<file path="src/rtl/main_mem_arbiter.sv">
// Single-port main memory arbiter: prg exclusive in programming mode, otherwise ins/dat round-robin.
// Optional per-requester stall counters are enabled by defining ARB_STALL_CNT_EN.
module main_mem_arbiter #(
    parameter int unsigned       ADDR_W    = 32,
    parameter int unsigned       DATA_W    = 32,
    parameter logic [ADDR_W-1:0] MEM_BASE  = 32'h4000_0000,
    parameter int unsigned       MEM_WORDS = 32768,
    parameter int unsigned       MEM_LAT   = 1,
    localparam int unsigned      STRB_W    = DATA_W / 8,
    localparam int unsigned      MEM_AW    = $clog2(MEM_WORDS)
) (
    input  logic              clk_i,
    input  logic              rst_i,
    input  logic              prog_mode_i,

    input  logic              ins_valid_i,
    output logic              ins_ready_o,
    input  logic [ADDR_W-1:0] ins_addr_i,
    input  logic              ins_we_i,
    input  logic [DATA_W-1:0] ins_wdata_i,
    input  logic [STRB_W-1:0] ins_wstrb_i,
    output logic              ins_rvalid_o,
    output logic              ins_err_o,

    input  logic              dat_valid_i,
    output logic              dat_ready_o,
    input  logic [ADDR_W-1:0] dat_addr_i,
    input  logic              dat_we_i,
    input  logic [DATA_W-1:0] dat_wdata_i,
    input  logic [STRB_W-1:0] dat_wstrb_i,
    output logic              dat_rvalid_o,
    output logic              dat_err_o,

    input  logic              prg_valid_i,
    output logic              prg_ready_o,
    input  logic [ADDR_W-1:0] prg_addr_i,
    input  logic              prg_we_i,
    input  logic [DATA_W-1:0] prg_wdata_i,
    input  logic [STRB_W-1:0] prg_wstrb_i,
    output logic              prg_rvalid_o,
    output logic              prg_err_o,

    output logic [DATA_W-1:0] rsp_rdata_o,

`ifdef ARB_STALL_CNT_EN
    output logic [31:0]       ins_stall_cnt_o,
    output logic [31:0]       dat_stall_cnt_o,
    output logic [31:0]       prg_stall_cnt_o,
`endif

    output logic              mem_req_o,
    output logic              mem_we_o,
    output logic [MEM_AW-1:0] mem_addr_o,
    output logic [DATA_W-1:0] mem_wdata_o,
    output logic [STRB_W-1:0] mem_wstrb_o,
    input  logic [DATA_W-1:0] mem_rdata_i
);

    typedef enum logic [1:0] {ST_IDLE, ST_ACCESS, ST_WAIT, ST_RESP} state_t;
    typedef enum logic [1:0] {OWN_INS, OWN_DAT, OWN_PRG} owner_t;

    localparam int unsigned       CNT_W       = (MEM_LAT > 2) ? $clog2(MEM_LAT - 1) : 1;
    localparam logic [CNT_W-1:0]  LP_CNT_INIT = CNT_W'((MEM_LAT > 1) ? (MEM_LAT - 2) : 0);
    localparam logic [ADDR_W:0]   LP_WIN      = (ADDR_W + 1)'(MEM_WORDS) << 2;
    localparam bit                LP_LAT1     = (MEM_LAT == 1);

    state_t              r_state;
    state_t              w_state_nxt;
    owner_t              r_owner;
    owner_t              w_win;
    logic                r_last_dat;
    logic                r_we;
    logic                r_err;
    logic [CNT_W-1:0]    r_wait_cnt;
    logic [MEM_AW-1:0]   r_mem_addr;
    logic [DATA_W-1:0]   r_mem_wdata;
    logic [STRB_W-1:0]   r_mem_wstrb;
    logic [DATA_W-1:0]   r_rdata;

    logic                w_win_valid;
    logic [ADDR_W-1:0]   w_addr;
    logic                w_we;
    logic [DATA_W-1:0]   w_wdata;
    logic [STRB_W-1:0]   w_wstrb;
    logic [ADDR_W-1:0]   w_off;
    logic                w_in_win;
    logic                w_accept;
    logic                w_capture;

    // NOTE: every always_comb output gets a default first so no path leaves it unassigned (no latch).
    always_comb begin
        w_win       = OWN_INS;
        w_win_valid = 1'b0;
        if (prog_mode_i) begin
            w_win       = OWN_PRG;
            w_win_valid = prg_valid_i;
        end else if (ins_valid_i && dat_valid_i) begin
            w_win       = r_last_dat ? OWN_INS : OWN_DAT;
            w_win_valid = 1'b1;
        end else if (dat_valid_i) begin
            w_win       = OWN_DAT;
            w_win_valid = 1'b1;
        end else if (ins_valid_i) begin
            w_win       = OWN_INS;
            w_win_valid = 1'b1;
        end

        case (w_win)
            OWN_DAT: begin
                w_addr = dat_addr_i; w_we = dat_we_i; w_wdata = dat_wdata_i; w_wstrb = dat_wstrb_i;
            end
            OWN_PRG: begin
                w_addr = prg_addr_i; w_we = prg_we_i; w_wdata = prg_wdata_i; w_wstrb = prg_wstrb_i;
            end
            default: begin
                w_addr = ins_addr_i; w_we = ins_we_i; w_wdata = ins_wdata_i; w_wstrb = ins_wstrb_i;
            end
        endcase
    end

    // Unsigned window check; the low two offset bits are dropped so misaligned addresses are legal.
    assign w_off    = w_addr - MEM_BASE;
    assign w_in_win = (w_addr >= MEM_BASE) && ({1'b0, w_off} < LP_WIN);

    // Readies are held low while reset is asserted, not only after it is released.
    assign w_accept  = (r_state == ST_IDLE) && !rst_i && w_win_valid;
    assign w_capture = (r_state == ST_ACCESS && LP_LAT1) ||
                       (r_state == ST_WAIT && r_wait_cnt == '0);

    assign ins_ready_o = w_accept && (w_win == OWN_INS);
    assign dat_ready_o = w_accept && (w_win == OWN_DAT);
    assign prg_ready_o = w_accept && (w_win == OWN_PRG);

    // NOTE: sequential state uses non-blocking assignments so every flop samples pre-edge values.
    always_ff @(posedge clk_i or posedge rst_i) begin
        if (rst_i) begin
            r_state <= ST_IDLE;
        end else begin
            r_state <= w_state_nxt;
        end
    end

    always_comb begin
        w_state_nxt = r_state;
        case (r_state)
            ST_IDLE:   if (w_accept) w_state_nxt = w_in_win ? ST_ACCESS : ST_RESP;
            ST_ACCESS: w_state_nxt = LP_LAT1 ? ST_RESP : ST_WAIT;
            ST_WAIT:   if (r_wait_cnt == '0) w_state_nxt = ST_RESP;
            ST_RESP:   w_state_nxt = ST_IDLE;
            default:   w_state_nxt = ST_IDLE;
        endcase
    end

    always_ff @(posedge clk_i or posedge rst_i) begin
        if (rst_i) begin
            r_owner     <= OWN_INS;
            r_last_dat  <= 1'b1;
            r_we        <= 1'b0;
            r_err       <= 1'b0;
            r_wait_cnt  <= '0;
            r_mem_addr  <= '0;
            r_mem_wdata <= '0;
            r_mem_wstrb <= '0;
            r_rdata     <= '0;
        end else begin
            if (w_accept) begin
                r_owner <= w_win;
                r_we    <= w_we;
                r_err   <= !w_in_win;
                if (w_win != OWN_PRG) r_last_dat <= (w_win == OWN_DAT);
                if (w_in_win) begin
                    r_mem_addr  <= w_off[MEM_AW+1:2];
                    r_mem_wdata <= w_wdata;
                    r_mem_wstrb <= w_wstrb;
                end else begin
                    r_rdata <= '0;
                end
            end

            if (r_state == ST_ACCESS) begin
                r_wait_cnt <= LP_CNT_INIT;
            end else if (r_state == ST_WAIT && r_wait_cnt != '0) begin
                r_wait_cnt <= r_wait_cnt - 1'b1;
            end

            if (w_capture) r_rdata <= r_we ? '0 : mem_rdata_i;
        end
    end

    assign mem_req_o   = (r_state == ST_ACCESS);
    assign mem_we_o    = (r_state == ST_ACCESS) && r_we;
    assign mem_addr_o  = r_mem_addr;
    assign mem_wdata_o = r_mem_wdata;
    assign mem_wstrb_o = r_mem_wstrb;

    assign ins_rvalid_o = (r_state == ST_RESP) && (r_owner == OWN_INS);
    assign dat_rvalid_o = (r_state == ST_RESP) && (r_owner == OWN_DAT);
    assign prg_rvalid_o = (r_state == ST_RESP) && (r_owner == OWN_PRG);
    assign ins_err_o    = ins_rvalid_o && r_err;
    assign dat_err_o    = dat_rvalid_o && r_err;
    assign prg_err_o    = prg_rvalid_o && r_err;
    assign rsp_rdata_o  = r_rdata;

`ifdef ARB_STALL_CNT_EN
    logic [31:0] r_ins_stall;
    logic [31:0] r_dat_stall;
    logic [31:0] r_prg_stall;

    // Saturating counts of cycles a requester is valid but not granted.
    always_ff @(posedge clk_i or posedge rst_i) begin
        if (rst_i) begin
            r_ins_stall <= '0;
            r_dat_stall <= '0;
            r_prg_stall <= '0;
        end else begin
            if (ins_valid_i && !ins_ready_o && r_ins_stall != '1) r_ins_stall <= r_ins_stall + 32'd1;
            if (dat_valid_i && !dat_ready_o && r_dat_stall != '1) r_dat_stall <= r_dat_stall + 32'd1;
            if (prg_valid_i && !prg_ready_o && r_prg_stall != '1) r_prg_stall <= r_prg_stall + 32'd1;
        end
    end

    assign ins_stall_cnt_o = r_ins_stall;
    assign dat_stall_cnt_o = r_dat_stall;
    assign prg_stall_cnt_o = r_prg_stall;
`endif

endmodule

</file>
<file path="config.mk">
export PLATFORM = sky130hd
export DESIGN_NAME = main_mem_arbiter
export DESIGN_NICKNAME = d
export VERILOG_FILES = /design/src/rtl/main_mem_arbiter.sv
export SDC_FILE = /design/constraint.sdc
export NUM_CORES = 1
export LEC_CHECK = 0
export BUFFER_PORTS_ARGS = -buffer_cell sky130_fd_sc_hd__buf_4
export CORE_AREA = 2 2 130 132
export DETAILED_ROUTE_END_ITERATION = 8
export DIE_AREA = 0 0 132 134
export GPL_TIMING_DRIVEN = 0
export HOLD_SLACK_MARGIN = 0.06
export PLACE_DENSITY_LB_ADDON = 0.08
export SLEW_MARGIN = 20
export SYNTH_ARGS = -nofsm -noshare
export SYNTH_HDL_FRONTEND = slang
export SYNTH_SLANG_ARGS = --single-unit
</file>
<file path="constraint.sdc">
create_clock -name clk_i -period 3.3 [get_ports clk_i]
set_clock_uncertainty 0.15 [all_clocks]
set_input_delay 0.165 -clock clk_i [delete_from_list [all_inputs] [get_ports clk_i]]
set_output_delay 0.165 -clock clk_i [all_outputs]
set_load 0.05 [all_outputs]
</file>
# After elaboration in Yosys (flattened, before gate mapping)
# Cells that the tools add are included.
# totals
wordCells,76
regBits,91
# classes
addsub,2
n_reduce_logical,28
mux,22
bitwise_logic,1
order_cmp,2
n_eq_ne,11
# op_table
op,n
32-bit 2-to-1 mux,4
32-bit one-hot mux with 2 select lines,2
"32-bit by 31-bit >= comparator with 1-bit output, second input constant",1
"32-bit by 18-bit < comparator with 1-bit output, second input constant",1
"32-bit by 31-bit subtractor with 32-bit output, second input constant",1
1-bit logical AND,16
1-bit 2-to-1 mux,9
"2-bit == test, second input constant",4
2-bit 2-to-1 mux,4
2-bit one-hot mux with 4 select lines,1
4-bit one-hot mux with 2 select lines,1
2-bit AND reduction,4
"2-bit by 1-bit == test with 1-bit output, second input constant",3
2-bit zero test,3
"2-bit inequality test, second input constant",3
2-bit nonzero test,2
1-bit zero test,2
"2-bit by 1-bit inequality test with 1-bit output, second input constant",1
1-bit one-hot mux with 2 select lines,1
1-bit logical OR,1
1-bit NOT,1
"1-bit subtractor, second input constant",1

# Longest topological paths before layout
# Gate-level depths: netlist of the first run.
# depth
depth_word,11
depth_mapped,8

# Least setup slack after synthesis of the first run
# OpenSTA, ideal clock, no wires.
# synth_timing
kind,register -> output
startpoint,register r_state[0]
endpoint,output ins_err_o
t_arrival_ns,2.325
required_ns,2.985
stages_incl_launch_ff,4
slack_ns,0.660
n_path_buf,0
cell_sequence,dfrtp_1 -> ha_1 -> nor3b_1 -> and2_1
# synth_via
elab_chain_len,3
# synth_rtl
item,line_no,source
"start, declared",67,state_t r_state;
"start signal, assigned",139,r_state <= w_state_nxt;
2-bit == test,196,assign ins_rvalid_o = (r_state == ST_RESP) && (r_owner == OWN_INS);
1-bit logical AND,196,
named net ins_rvalid_o,22,"output logic ins_rvalid_o,"
1-bit logical AND,199,assign ins_err_o = ins_rvalid_o && r_err;
"end, declared",23,"output logic ins_err_o,"
# The timed path passes the listed nets, and every way through them passes these cells.

# Final worst setup path of the first run
# layout_timing
startpoint,register r_last_dat
endpoint,"register r_mem_wdata[1], in the netlist mem_wdata_o[1]"
# layout_via
elab_chain_len,9
word_cells_on_any_way,12
cone_classes,add/sub: 1; order compare: 2; eq/ne: 2; mux: 5; reduce/logical: 2
# layout_rtl
item,line_no,source
"start, declared",71,logic r_last_dat;
"start signal, assigned",170,if (w_win != OWN_PRG) r_last_dat <= (w_win == OWN_DAT);
1-bit 2-to-1 mux *,98,w_win = r_last_dat ? OWN_INS : OWN_DAT;
1-bit 2-to-1 mux *,97,end else if (ins_valid_i && dat_valid_i) begin
2-bit 2-to-1 mux *,94,if (prog_mode_i) begin
2-bit == test or 2-bit by 1-bit == test with 1-bit output (tied branches),108,case (w_win)
32-bit one-hot mux with 2 select lines,108,
32-bit by 31-bit subtractor with 32-bit output,122,assign w_off = w_addr - MEM_BASE;
32-bit by 18-bit < comparator with 1-bit output,123,"assign w_in_win = (w_addr >= MEM_BASE) && ({1'b0, w_off} < LP_WIN);"
1-bit logical AND,123,
2-bit AND reduction (no line),n/a,
"end signal, assigned",173,r_mem_wdata <= w_wdata;
"end, declared",76,logic [DATA_W-1:0] r_mem_wdata;
# Every way passes the cells marked *; elsewhere a longest branch is shown, timed or not.
# A chain may end at the register's enable or synchronous reset.

==> results.md, run 1 <==
- Routed WL: 19510 µm
- Sequential share of the synthesized area: 44.50%
- Hold_ws: 62.72 ps
- Element type at the critical path end: flop
- Largest net degree at the start of global routing: 47
- Pwr dens: 591.6 mW/mm²
- Mapped Avg Cell Area: approximately 10 µm²
- Final Cycle Share: 82.28%
- Leak pwr: 4.588 nW
- Total power: between 5 and 6 mW
- GRT Total Usage: between 20% and 30%
- Seq cells post-synth: 91
- CTS resizes: 0
- Placement Setup Slack: ~540 ps
- Area growth, synth to finish: 71.19%
- DRT Pass-1 Iters: 4
- RSZ-0062 raised after global routing: false
- Max-cap violations: 0
- Slew headroom: 64.24%
- Height of the die: about 130 µm
- Fmax: between 300 and 400 MHz
- Via count: 5371
- CP max FO: 10
- Clock Latency Late Sink: about 340 ps
- Share of cells above drive strength 1: 40.46%
- I/O pin cnt: 339
- Worst vdd rail ir drop: 0.5502 mV
- Clk pin slew, worst setup/hold paths: 70 ps
- Root buffer cell: clkbuf_16
- Layout Utilization: 53.81%
- Antenna viol nets, final: 0
- Initial core utilization: between 30% and 40%
- Clock power frac: 22.9%
- Hold Path Class: primary input to flop
- Remaining global-route overflow: 0
- Nets: approximately 1200
- Arr. time, crit path: 2790 ps
- GPL Wtd Cong: 0.9652
- Synthesized Nets: between 700 and 800
- Count of final hold-check violations: 0
- Setup TNS: 0 ps
- Syn Std Cell Area: 0.005120 mm²
- DR WL/cell: 17.31 µm
- Synth cell types: 35
- Via/cell ratio: 4.766
- P_sw: 2.181 mW
- CTS Buffer Depth: 2
- Status: finished clean
- Clk sinks: around 90
- CTS tree: done
- Initial antenna violation count: 0
- Site row count: 47
- Worst Tran Pin Value: between 500 and 600 ps
- Fin crit period: between 2000 and 3000 ps
- First-pass GRT wire length: between 30000 and 40000 µm
- Gate power share: 48.7%
- Post-Syn Instances: 509
- H-tree depth: 3
- Total area of sequential cells: 0.002278 mm²
- Vias in the first global route: 5695
- Total CTS buffers: 9
- Die Area: 0.01769 mm²
- Area taken by multi-input logic gates: about 0.0026 mm²
- Power Internal: 3.004 mW
- Number of diodes: 0
- Sequential Power Share: 28.4%
- # DRC: 0
- Ys Warns: 0
- Setup ws final: 584.8 ps
- Core outline area: 0.01629 mm²
- Port buffer count: 331
- Number of fill cells in the layout: between 1500 and 2000
- Final Slew Violations: 0
- Count of final setup violators: 0
- Net Sw Frac: 42.07%
- Setup crit start kind: flop
- DP HPWL: 15160 µm
- CP required: ~3400 ps
- Die width: 132 µm
- Crit path kind: flop to flop
- Drt initial violations: 196
## final cells by class
class / instances / share of cell area (%)
Timing Repair Buffer: 383 / 34.49
Multi-Input combinational cell: 369 / 29.51
Sequential cell: 91 / 26.00
Tap cell: 220 / 3.141
Clock buffer: 11 / 2.769
Buffer: 43 / 2.655
Clock inverter: 4 / 1.128
Inverter: 6 / 0.3141
## cells in the mapped netlist
| cell | n | area (µm²) |
|---|---|---|
| mux2_1 | 51 | 574.3 |
| dfstp_2 | 1 | 26.28 |
| dfrtp_1 | 90 | 2252 |
| and4b_1 | 1 | 10.01 |
| mux2_2 | 3 | 33.78 |
| and2_1 | 4 | 25.02 |
| clkbuf_1 | 28 | 105.1 |
| o21ai_0 | 54 | 270.3 |
| a21bo_2 | 1 | 10.01 |
| nor3b_1 | 34 | 255.2 |
| o211ai_2 | 1 | 12.51 |
| buf_1 | 2 | 7.510 |
| a21o_1 | 2 | 15.01 |
| nor4_1 | 3 | 18.77 |
| buf_2 | 6 | 30.03 |
| nor2b_1 | 2 | 12.51 |
| and3b_1 | 2 | 17.52 |
| nor3_1 | 6 | 30.03 |
| or3_1 | 4 | 25.02 |
| buf_4 | 1 | 7.510 |
| buf_6 | 2 | 22.52 |
| nand2_1 | 55 | 206.5 |
| mux2i_1 | 53 | 530.5 |
| nor2_1 | 6 | 22.52 |
| buf_8 | 4 | 60.06 |
| nand4_1 | 2 | 12.51 |
| and3_1 | 1 | 6.260 |
| a22o_1 | 2 | 17.52 |
| a21oi_1 | 67 | 335.3 |
| nor4b_1 | 3 | 26.28 |
| inv_1 | 6 | 22.52 |
| a21boi_2 | 1 | 11.26 |
| a32oi_1 | 2 | 17.52 |
| ha_1 | 6 | 75.07 |
| nand3_1 | 3 | 15.01 |
## power groups by stage
stage	registers (mW)	clock network, mW	logic (mW)
2_1_floorplan	2.05	0	1.04
6_report	1.47	1.19	2.52
3_5_place_dp	1.48	0	2.48
4_1_cts	1.47	1.21	2.54
5_1_grt	1.50	1.26	2.72
3_3_place_gp	1.48	0	2.43
## final timing paths
path / to / slack [ps] / depth (start not counted) / startpoint
min in group asynchronous: r_owner[0] / 280 / 3 / rst_i
max reg2reg: mem_wdata_o[1] / 580 / 8 / r_last_dat
max: mem_wdata_o[1] / 580 / 8 / r_last_dat
min: r_we / 60 / 4 / prg_we_i
min reg2reg: mem_wdata_o[22] / 340 / 1 / mem_wdata_o[22]
max in group asynchronous: r_last_dat / 2110 / 4 / rst_i
## cell families after synthesis
logic type / synth area share (%)
buffers and inverters: 4.985
multiplexers: 22.24
adder cells (fa/ha/maj): 1.466
AO/OA/AOI/OAI: 13.47
AND/OR/NAND/NOR: 13.34
flip-flops: 44.50
## worst max-delay path, stage by stage (launching register included)
cell and delay [ps]:
dfstp_2 550, a21bo_2 160, buf_2 320, nand3_1 150
a32oi_1 320, and4b_1 260, buf_6 170, buf_6 180
mux2_1 330
## what timing repair did
item / CTS / global route
hold buffers: 51 / 0
setup buffers: 0 / 0
hold endpoints to repair: 95 / 0
## sequential cells by signal, summed over array words and instances (netlist names)
name         cells
r_err            1
r_state          2
r_we             1
r_wait_cnt       1
r_last_dat       1
mem_addr_o      15
r_owner          2
rsp_rdata_o     32
mem_wdata_o     32
mem_wstrb_o      4
## layer usage
metal | routed length, µm | global-route usage, % | vias up
met5 | 0 | 0 | -
met4 | 433 | 7.246 | 0
met3 | 1380 | 5.745 | 30
met2 | 9710 | 38.25 | 204
met1 | 7980 | 25.75 | 2534
li1 | - | - | 2603
## stage by stage
| stage | cells | area [µm²] |
|---|---|---|
| floorplan | 509 | 5120 |
| global placement | 1060 | 7880 |
| detailed placement | 1061 | 7913 |
| CTS | 1127 | 8765 |
| global route | 1127 | 8765 |
| finish | 1127 | 8765 |
## layout by cell type, fill, tap and decap left out, drive strengths merged, types with 2 or more instances in the layout
master / synthesis / final
a21o: 2 / 2
a21oi: 67 / 67
a22o: 2 / 2
a32oi: 2 / 2
and2: 4 / 4
and3b: 2 / 2
buf: 15 / 347
bufinv: 0 / 3
clkbuf: 28 / 39
dfrtp: 90 / 90
dlygate4sd3: 0 / 51
ha: 6 / 6
inv: 6 / 6
mux2: 54 / 54
mux2i: 53 / 53
nand2: 55 / 55
nand3: 3 / 3
nand4: 2 / 2
nor2: 6 / 6
nor2b: 2 / 2
nor3: 6 / 6
nor3b: 34 / 34
nor4: 3 / 3
nor4b: 3 / 3
o21ai: 54 / 54
or3: 4 / 4
No activity file was read; power rests on OpenSTA's default activity.
==> run 2, diff against run 1 <==
- ABC_AREA: default -> 1
- CORE_AREA: 2 2 130 132 -> 2 2 133 135
- DIE_AREA: 0 0 132 134 -> 0 0 135 137
- clock period: 3.3 -> 2.3 ns (I/O delays scaled with it)
==> run 2 against run 1 <==
Hold slack gained 8.6 ps. Register-to-register slack got worse by 480 ps. Core utilization grew 6.5 points. Die area rose by 4.6%. Combinational power is 29% higher. Flip-flop and latch count did not move. Sequential share of layout area is 3.8 points lower.
==> results.md, run 2 <==
- Post-Syn Instances: 655
- Most area-consuming cells after synthesis: dfrtp_1 45%, nand2_1 16%, a22o_1 6.1%
- Site row count: 48
- Net Sw Frac: 40.90%
- Nets: 1447
- Crit path kind: flop to flop
- P_sw: ~2.8 mW
- Number of fill cells in the layout: 1553
- Fin crit period: 2192 ps
- Final Slew Violations: 0
- GRT Total Usage: 24.60%
- Syn Std Cell Area: 0.005024 mm²
- Setup ws final: approximately 110 ps
- Count leader, synth: nand2_1
- Power Internal: 4.082 mW
- Number of diodes: 0
- Ys Warns: 0
- Finished layout cell area: a little over 0.01 mm²
- I/O pin cnt: 339
- Crit-path slowest cell: dfstp_2
- DR WL/cell: between 15 and 20 µm
- Die Area: 0.01850 mm²
- Worst Tran Pin Value: 924.1 ps
- Antenna viol nets, final: 0
- Clk sinks: 91
- Element type at the critical path end: flop
- Sequential Power Share: around 29%
- Most frequent cells in the layout: 341 x buf_4, 210 x nand2_1, 182 x dlygate4sd3_1
- Remaining global-route overflow: 0
- CTS Buffer Depth: 2
- GPL Wtd Cong: just over 0.8
- Synthesized Nets: between 900 and 1000
- Setup crit start kind: flop
- Share of flip-flops with an asynchronous set or reset: 100.0%
- CP max FO: 10
- Initial core utilization: 29.45%
- First-pass GRT wire length: between 30000 and 40000 µm
- Via/cell ratio: roughly 4.6
- Seq cells post-synth: 91
- Crit path cell chain: nand2_4, nand3_4, inv_6, a22o_1, dlygate4sd3_1, a21oi_1, o21ai_2
- Post-DP Area: 0.007909 mm²
- Slew headroom: between 30% and 40%
- Pwr dens: between 600 and 700 mW/mm²
- CP bufs+invs: 2
- Area growth, synth to finish: 104.9%
- Synth cell types: 31
- DP HPWL: between 15000 and 20000 µm
- Clk pin slew, worst setup/hold paths: 60 ps
- Post-synth EDFFs: 0
- Drt initial violations: 195
- Vias in the first global route: approximately 6700
- CP top delay family: buffers and inverters
- CTS tree: done
- Routed WL: 22900 µm
- CP required: 2370 ps
- Share of cells above drive strength 1: 34.89%
- Total CTS buffers: 9
- Gate power share: a little under half
- Height of the die: between 100 and 150 µm
- Post-Place Cells: approximately 1200
- Hold Path Class: primary input to flop
- Root buffer cell: clkbuf_16
- Core outline area: 0.01706 mm²
- Largest net degree at the start of global routing: 29
- Worst vdd rail ir drop: 0.4220 mV
- Count of final setup violators: 0
- Hold_ws: slightly above 70 ps
- H-tree depth: 3
- Share of the synthesized area in the top cell type: between 40 and 50%
- Synth Flop Type: dfrtp_1
- Count of final hold-check violations: 0
- Leak pwr: 5.323 nW
- Clock Latency Late Sink: 330 ps
- # DRC: 0
- DRT Pass-1 Iters: 4
- Mapped Avg Cell Area: 7.670 µm²
- Total power: 6.907 mW
- Die width: 135 µm
- Via count: 6585
- Max-cap violations: 0
- Arr. time, crit path: 2260 ps
- Most common cell after layout, fill and taps aside: buf_4
- Clock power frac: 23.7%
- CP max stage delay: between 500 and 600 ps
- Synth cell count leaders: 217 x nand2_1, 90 x dfrtp_1, 56 x inv_1
- Port buffer count: 330
- Yosys top cell by area: dfrtp_1
- Initial antenna violation count: 0
- Fmax: 456.2 MHz
- Non-Filler Instances: 1426
- Placement Setup Slack: -260.1 ps
- Status: finished clean
- Final Cycle Share: 95.31%
- Sequential share of the synthesized area: 45.35%
==> run 2: cell types whose count changed in the layout (fill, tap and decap cells not counted), moves of 49 or more <==
cell,before,now
dlygate4sd3_1,51,182
mux2_1,51,0
inv_1,5,55
nand2_1,55,210
mux2i_1,53,0
o21ai_0,54,5
==> run 2: logic make-up after synthesis <==
logic type               share of synthesized area, %
AND/OR/NAND/NOR                                 27.92
AO/OA/AOI/OAI                                   16.29
buffers and inverters                           8.941
flip-flops                                      45.36
adder cells (fa/ha/maj)                         1.494
==> run 2: timing repair <==
| item | 4_1_cts | 5_1_grt |
|---|---|---|
| endpoints found under the hold margin | 138 | 0 |
| gates resized for setup | 5 | 12 |
| setup endpoints to repair | 89 | 78 |
| hold buffers | 187 | 0 |
| setup buffers | 6 | 4 |
| pin swaps | 4 | 4 |
==> run 2: layout make-up <==
cell class	instances	area (µm²)	area share, %
Sequential cell	91	2280	22.15
Clock inverter	6	93.84	0.9116
Buffer	41	255.2	2.480
Multi-Input combinational cell	465	2376	23.08
Inverter	58	226.5	2.200
Clock buffer	10	239.0	2.322
Tap cell	225	281.5	2.735
Timing Repair Buffer	530	4542	44.12
==> run 2: final timing paths <==
path / cells after the start / endpoint / from / slack, ps
min: 4 / mem_addr_o[10] / prg_addr_i[12] / 70
max reg2reg: 7 / mem_wdata_o[31] / r_last_dat / 110
min in group asynchronous: 8 / mem_wdata_o[8] / rst_i / 120
min reg2reg: 2 / mem_addr_o[12] / mem_addr_o[12] / 340
max: 7 / mem_wdata_o[31] / r_last_dat / 110
max in group asynchronous: 8 / mem_wdata_o[30] / rst_i / 550
==> run 2: per-stage QoR <==
step,setup TNS (ps),util (%)
after floorplan,-22070,-
after global routing,-9.964,60.35
after global placement,-122480,45.97
final,0,60.35
after CTS,0,59.99
after detailed placement,-14230,46.37
==> run 2: metal layers <==
layer | GRT usage (%) | wire length [µm] | vias to the layer above
met2 | 43.54 | 11520 | 254
met1 | 29.37 | 9182 | 3035
met3 | 4.333 | 1384 | 47
met4 | 10.59 | 816 | 0
met5 | 0 | 0 | -
li1 | - | - | 3249
==> run 2: tightest hold or removal path, stage by stage <==
cell	delay, ps
buf_4	80
a22o_1	130
a21oi_1	60
o21ai_1	130
==> run 2: power by group through the flow <==
stage	clock, mW	sequential (mW)	combinational, mW
finish	1.63	2.03	3.24
global route	1.75	2.06	3.50
CTS	1.69	2.03	3.22
detailed placement	0	2.06	2.91
global placement	0	2.05	2.89
floorplan	0	2.66	1.21
